<file path="src/rtl/de_selector_1n.sv">
// rtl/de_selector_1n.sv - registered 1-to-N demux, direct or round-robin target; DE_SELECTOR_HOLD_EN keeps non-target fields
module de_selector_1n #(
    parameter int SEL_W  = 2,
    parameter int DATA_W = 1
) (
    input  logic                          iClk,
    input  logic                          iRst,
    input  logic [DATA_W-1:0]             iC,
    input  logic                          iValid,
    input  logic                          iMode,
    input  logic [SEL_W-1:0]              iS,
    output logic [(2**SEL_W)*DATA_W-1:0]  oZ,
    output logic [(2**SEL_W)-1:0]         oValid,
    output logic [SEL_W-1:0]              oCh,
    output logic                          oWrap
);

    logic [SEL_W-1:0] cnt;
    logic [SEL_W-1:0] target;

    assign target = iMode ? cnt : iS;

    always_ff @(posedge iClk) begin
        if (iRst) begin
            oZ     <= '1;
            oValid <= '0;
            oCh    <= '0;
            oWrap  <= 1'b0;
            cnt    <= '0;
        end else begin
            oValid <= '0;
            oWrap  <= 1'b0;
`ifndef DE_SELECTOR_HOLD_EN
            oZ     <= '1;
`endif
            if (iValid) begin
                oZ[target*DATA_W +: DATA_W] <= iC;
                oValid[target]              <= 1'b1;
                oCh                         <= target;
                // Only scan transfers move the counter; all-ones cnt is channel N-1.
                if (iMode) begin
                    cnt   <= cnt + 1'b1;
                    oWrap <= &cnt;
                end
            end
        end
    end

endmodule
</file>
<file path="config.mk">
export PLATFORM = sky130hd
export DESIGN_NAME = de_selector_1n
export DESIGN_NICKNAME = d
export VERILOG_FILES = /design/src/rtl/de_selector_1n.sv
export SDC_FILE = /design/constraint.sdc
export NUM_CORES = 1
export LEC_CHECK = 0
export CAP_MARGIN = 20
export CORE_MARGIN = 2
export CORE_UTILIZATION = 40
export CTS_CLUSTER_DIAMETER = 30
export DETAILED_ROUTE_END_ITERATION = 10
export PLACE_DENSITY = 0.77
export SYNTH_ARGS = -nofsm -noshare
export SYNTH_HDL_FRONTEND = slang
export SYNTH_SLANG_ARGS = --single-unit
</file>
<file path="constraint.sdc">
create_clock -name iClk -period 4.3 [get_ports iClk]
set_clock_uncertainty 0.15 [all_clocks]
set_input_delay 0.43 -clock iClk [delete_from_list [all_inputs] [get_ports iClk]]
set_output_delay 0.43 -clock iClk [all_outputs]
set_load 0.005 [all_outputs]
</file>
==> results.yml, run 1 <==
die:
  core_mm2: 0.00147
  ios: 18
  start_util: 0.412
  die-area_mm2: 0.00184
  die_h_um: 43.0
  die_w_um: 43.0
  rows: 14
drt:
  first_iter_violations: 3
  detail-route-antenna-nets: 0
  via_per_inst: 5.01
  vias: 431
  totalWireLength_um: 951
  wl_per_cell_um: 11.1
  firstDrtPassIters: 4
  drcViolationCount: 0
timing:
  setup_violations: 0
  relSlewSlack: 0.624
  setup_ws_ns: 1.77
  whs_ns: 0.370
  rsz0062_at_grt: "false"
  fmax_ghz: 0.396
  hold_viol: 0
  tightest_slew_ns: 0.563
  timing.final.crit_period_ns: 2.53
  timing.final.crit_share: 0.588
  slew_violations: 0
  final.setup.tns_ns: 0
worst_setup_path:
  crit_path_end_kind: "register"
  cp-start-kind: "input port"
  required_ns: 4.34
  arrival_ns: 2.57
  crit_fanout: 7
  crit_type: "in -> reg"
synthesis:
  synthCells: 52
  syn_area_um2: 607
  synth.area.top_cells: "dfxtp_1, ha_1, mux2i_4, o211ai_1, a21bo_2"
  synthesis.nets: 68
  synth-seq-cells: 13
  yosysTopAreaCellShare: 0.429
  yosysWarningCount: 0
  syn_avg_cell_area_um2: 11.7
  synth.distinct_cells: 22
  synth.largest_area_cell: "dfxtp_1"
  synth-seq-area-share: 0.429
cts:
  cts.htree.levels: 1
  cts.hold.buffers_added: 0
  cts_tree: "done"
  cts_buffers: 3
  cts_buffer_depth: 2
  cts.clk_slew.worst_paths_ns: 0.07
  root_buffer: "clkbuf_4"
  insertion_delay_ns: 0.26
  cts_sinks: 13
  post_cts_buffers: 0
  post_cts_resized: 0
power_and_ir_drop:
  peakVddDrop_v: 0.000109
  power.leakage_nw: 0.335
  power_density_mw_per_mm2: 297
  power.total_mw: 0.238
finish:
  antenna_cells: 0
  final_common_cell: "clkdlybuf4s50_1"
  area_growth_pct: 32.2
  drive_gt1_frac: 0.143
  seqCellArea_um2: 260
  multi_input_area_um2: 318
  post-route-util: 0.545
  layout.nets: 87
  final_cell_mix: "clkdlybuf4s50_1, dfxtp_1, ha_1"
  fill_cells: 136
global_route:
  grt_usage: 0.128
  grt_overflow: 0
  grt_pass1_vias: 403
  grt_pass1_wl_um: 1680
  grt_antenna_before_repair: 0
  grt_max_degree: 10
placement:
  numPortBuffers: 17
  hpwl_um: 741
  routabilityCongestion: 0.748
  dpl_worst_slack_ns: 1.51
run:
  cap_violations: 0
min_path:
  hold_class: "reg -> reg"
outcome:
  outcome: "complete, no violations"
==> layout make-up <==
cell class	count	share of cell area
Inverter	2	0.00936
Sequential cell	13	0.324
Timing Repair Buffer	17	0.212
Multi-Input combinational cell	34	0.396
Tap cell	16	0.0250
Clock buffer	4	0.0328
==> cell families after synthesis <==
group | Yosys count | synth area share
simple gates | 13 | 0.153
flops | 13 | 0.429
compound gates | 10 | 0.132
fa+ha+maj | 9 | 0.186
buf+inv | 5 | 0.0474
mux | 2 | 0.0536
==> path summary, 6_finish.rpt <==
path / start / endpoint / slack (ns) / cells past startpoint
max: iMode / oZ[3] / 1.77 / 5
min: oCh[0] / oCh[0] / 0.37 / 2
max reg2reg: cnt[1] / oZ[3] / 2.35 / 4
min reg2reg: oCh[0] / oCh[0] / 0.37 / 2
==> report_power, final <==
| group | internal [mW] | switching (mW) | total, mW |
|---|---|---|---|
| sequential | 0.125 | 0.00220 | 0.127 |
| clock | 0.0359 | 0.0343 | 0.0702 |
| combinational | 0.0219 | 0.0186 | 0.0405 |
==> synth_stat cells (all sizes together) <==
master,count
a211oi,2
a21bo,2
a21oi,2
and2,4
and3,1
buf,3
dfxtp,13
ha,9
inv,2
mux2i,2
nand3,1
nand3b,2
nand4bb,1
nor2,2
nor2b,1
o211ai,4
or4b,1
==> layer usage <==
metal | vias to the layer above | GRT usage | wire length (µm) | part of all wire
met5 | - | 0 | 0 | 0
met4 | 0 | 0.127 | 21 | 0.022
met3 | 2 | 0.0255 | 49 | 0.052
met2 | 17 | 0.200 | 445 | 0.47
met1 | 196 | 0.139 | 434 | 0.46
li1 | 216 | - | - | -
==> critical path, cell delays in order <==
cell and delay (ns):
clkdlybuf4s50_1 0.65, mux2i_1 0.49, ha_1 0.36, or4b_1 0.50, o211ai_2 0.15
==> per-stage QoR <==
stage	instance area (µm²)	std cells
after floorplan	607	52
after global placement	776	82
after detailed placement	776	82
after CTS	802	86
after global routing	802	86
final	802	86
==> flip-flops by register name, summed over array words and instances (netlist names) <==
signal	count
oValid	4
oWrap	1
oCh	2
oZ	4
cnt	2
No activity file was read; power rests on OpenSTA's default activity.
==> inputs of run 2 (changes only) <==
Clock period 4.3 ns to 2.6 ns, I/O delays scaled along.
==> run 2 against run 1 <==
Effect of this change:
- global-route usage rose by 0.78 points
- combinational power rose by 75%
- critical path depth rose by 1
- register-to-register slack got worse by 1.6 ns
- final area rose by 2.0%
- first-iteration DRC count fell by 67%
- setup slack got worse by 1.3 ns
- die area did not move
- clock power rose by 74%
- non-clock buffer count rose by 2
- wire length rose by 11%
==> results.yml, run 2 (synthesis results as in run 1) <==
outcome:
  outcome: "complete, no violations"
run:
  cap_violations: 0
placement:
  numPortBuffers: 17
  hpwl_um: 828
  dp_cells: 84
  routabilityCongestion: 0.796
cts:
  post_cts_buffers: 0
  cts.htree.levels: 1
  cts_tree: "done"
  cts_buffers: 3
  insertion_delay_ns: 0.28
  root_buffer: "clkbuf_4"
  cts.hold.buffers_added: 0
  post_cts_resized: 0
  cts_buffer_depth: 2
  cts_sinks: 13
  cts.clk_slew.worst_paths_ns: 0.08
timing:
  relSlewSlack: 0.639
  final.setup.tns_ns: 0
  whs_ns: 0.340
  hold_viol: 0
  rsz0062_at_grt: "false"
  tightest_slew_ns: 0.541
  slew_violations: 0
  timing.final.crit_period_ns: 2.16
  fmax_ghz: 0.462
  timing.final.crit_share: 0.832
  setup_violations: 0
finish:
  final_common_cell: "clkdlybuf4s50_1"
  reg_top3: "oValid (4), oZ (4)"
  area_growth_pct: 34.8
  stdcell_count: 88
  multi_input_area_um2: 318
  seqCellArea_um2: 260
  drive_gt1_frac: 0.181
  layout.nets: 89
  antenna_cells: 0
  fill_cells: 124
  final_cell_mix: "clkdlybuf4s50_1, dfxtp_1, ha_1"
global_route:
  grt_antenna_before_repair: 0
  grt_usage: 0.136
  grt_pass1_wl_um: 1790
  grt_overflow: 0
  grt_pass1_vias: 424
  grt_max_degree: 10
power_and_ir_drop:
  swShare: 0.250
  power_density_mw_per_mm2: 493
  clkPwrFrac: 0.302
  power.leakage_nw: 0.347
  seqPwrFrac: 0.522
  peakVddDrop_v: 0.000215
  p_sw_mw: 0.101
  internal-power_mw: 0.303
  comb_power_share: 0.175
worst_setup_path:
  crit_path_end_kind: "register"
  critical-path-slowest-cell: "clkdlybuf4s50_1"
  arrival_ns: 2.22
  cp-start-kind: "input port"
  crit_fanout: 7
  max_stage_delay_ns: 0.58
  crit_type: "in -> reg"
  critical_path.cell_chain: "clkdlybuf4s50_1, mux2i_4, buf_4, ha_1, or4b_1, o211ai_2"
  cp_top_family: "buffers and inverters"
  crit_buf_inv: 2
  required_ns: 2.66
drt:
  drcViolationCount: 0
  firstDrtPassIters: 2
  vias: 439
  totalWireLength_um: 1060
  first_iter_violations: 1
  via_per_inst: 4.99
  detail-route-antenna-nets: 0
  wl_per_cell_um: 12.0
die:
  die_h_um: 43.0
  core_mm2: 0.00147
  die-area_mm2: 0.00184
  die_w_um: 43.0
  ios: 18
  start_util: 0.412
  rows: 14
min_path:
  hold_class: "reg -> reg"
==> run 2: metal layers <==
layer	up-vias	track usage	part of all wire
met5	-	0	0
li1	221	-	-
met4	0	0.121	0.045
met1	196	0.151	0.46
met2	16	0.203	0.44
met3	6	0.0426	0.058
==> run 2: area by class of cell <==
| cell class | count | share of cell area |
|---|---|---|
| tap | 16 | 0.0245 |
| inverter | 2 | 0.00917 |
| clock inverter | 1 | 0.00612 |
| multi-input combinational | 34 | 0.388 |
| clock buffer | 3 | 0.0275 |
| sequential | 13 | 0.318 |
| timing repair buffer | 19 | 0.226 |
==> run 2: stage by stage <==
stage / area, µm² / power (mW) / worst slack (ns) / util
after global placement: 791 / 0.284 / 0.247 / 0.537
after global routing: 818 / 0.426 / 0.349 / 0.556
final: 818 / 0.403 / 0.436 / 0.556
after CTS: 818 / 0.409 / 0.435 / 0.556
after floorplan: 607 / 0.254 / 0.702 / -
after detailed placement: 791 / 0.286 / 0.163 / 0.537
==> run 2: worst min-delay path: stages (launching register included) <==
cell and delay [ns]:
dfxtp_1 0.31, nor2_1 0.08, a211oi_1 0.05
==> run 2: worst paths after layout <==
| check | startpoint | to | slack (ns) | cells past startpoint |
|---|---|---|---|---|
| min reg2reg | oCh[1] | oCh[1] | 0.34 | 2 |
| min | oCh[1] | oCh[1] | 0.34 | 2 |
| max reg2reg | cnt[0] | oZ[3] | 0.75 | 5 |
| max | iMode | oZ[3] | 0.44 | 6 |
==> run 2: power groups by stage <==
| stage | sequential (mW) | combinational, mW | clock, mW |
|---|---|---|---|
| floorplan | 0.216 | 0.0382 | 0 |
| global placement | 0.215 | 0.0688 | 0 |
| detailed placement | 0.216 | 0.0707 | 0 |
| CTS | 0.211 | 0.0712 | 0.127 |
| global route | 0.212 | 0.0774 | 0.136 |
| finish | 0.211 | 0.0707 | 0.122 |
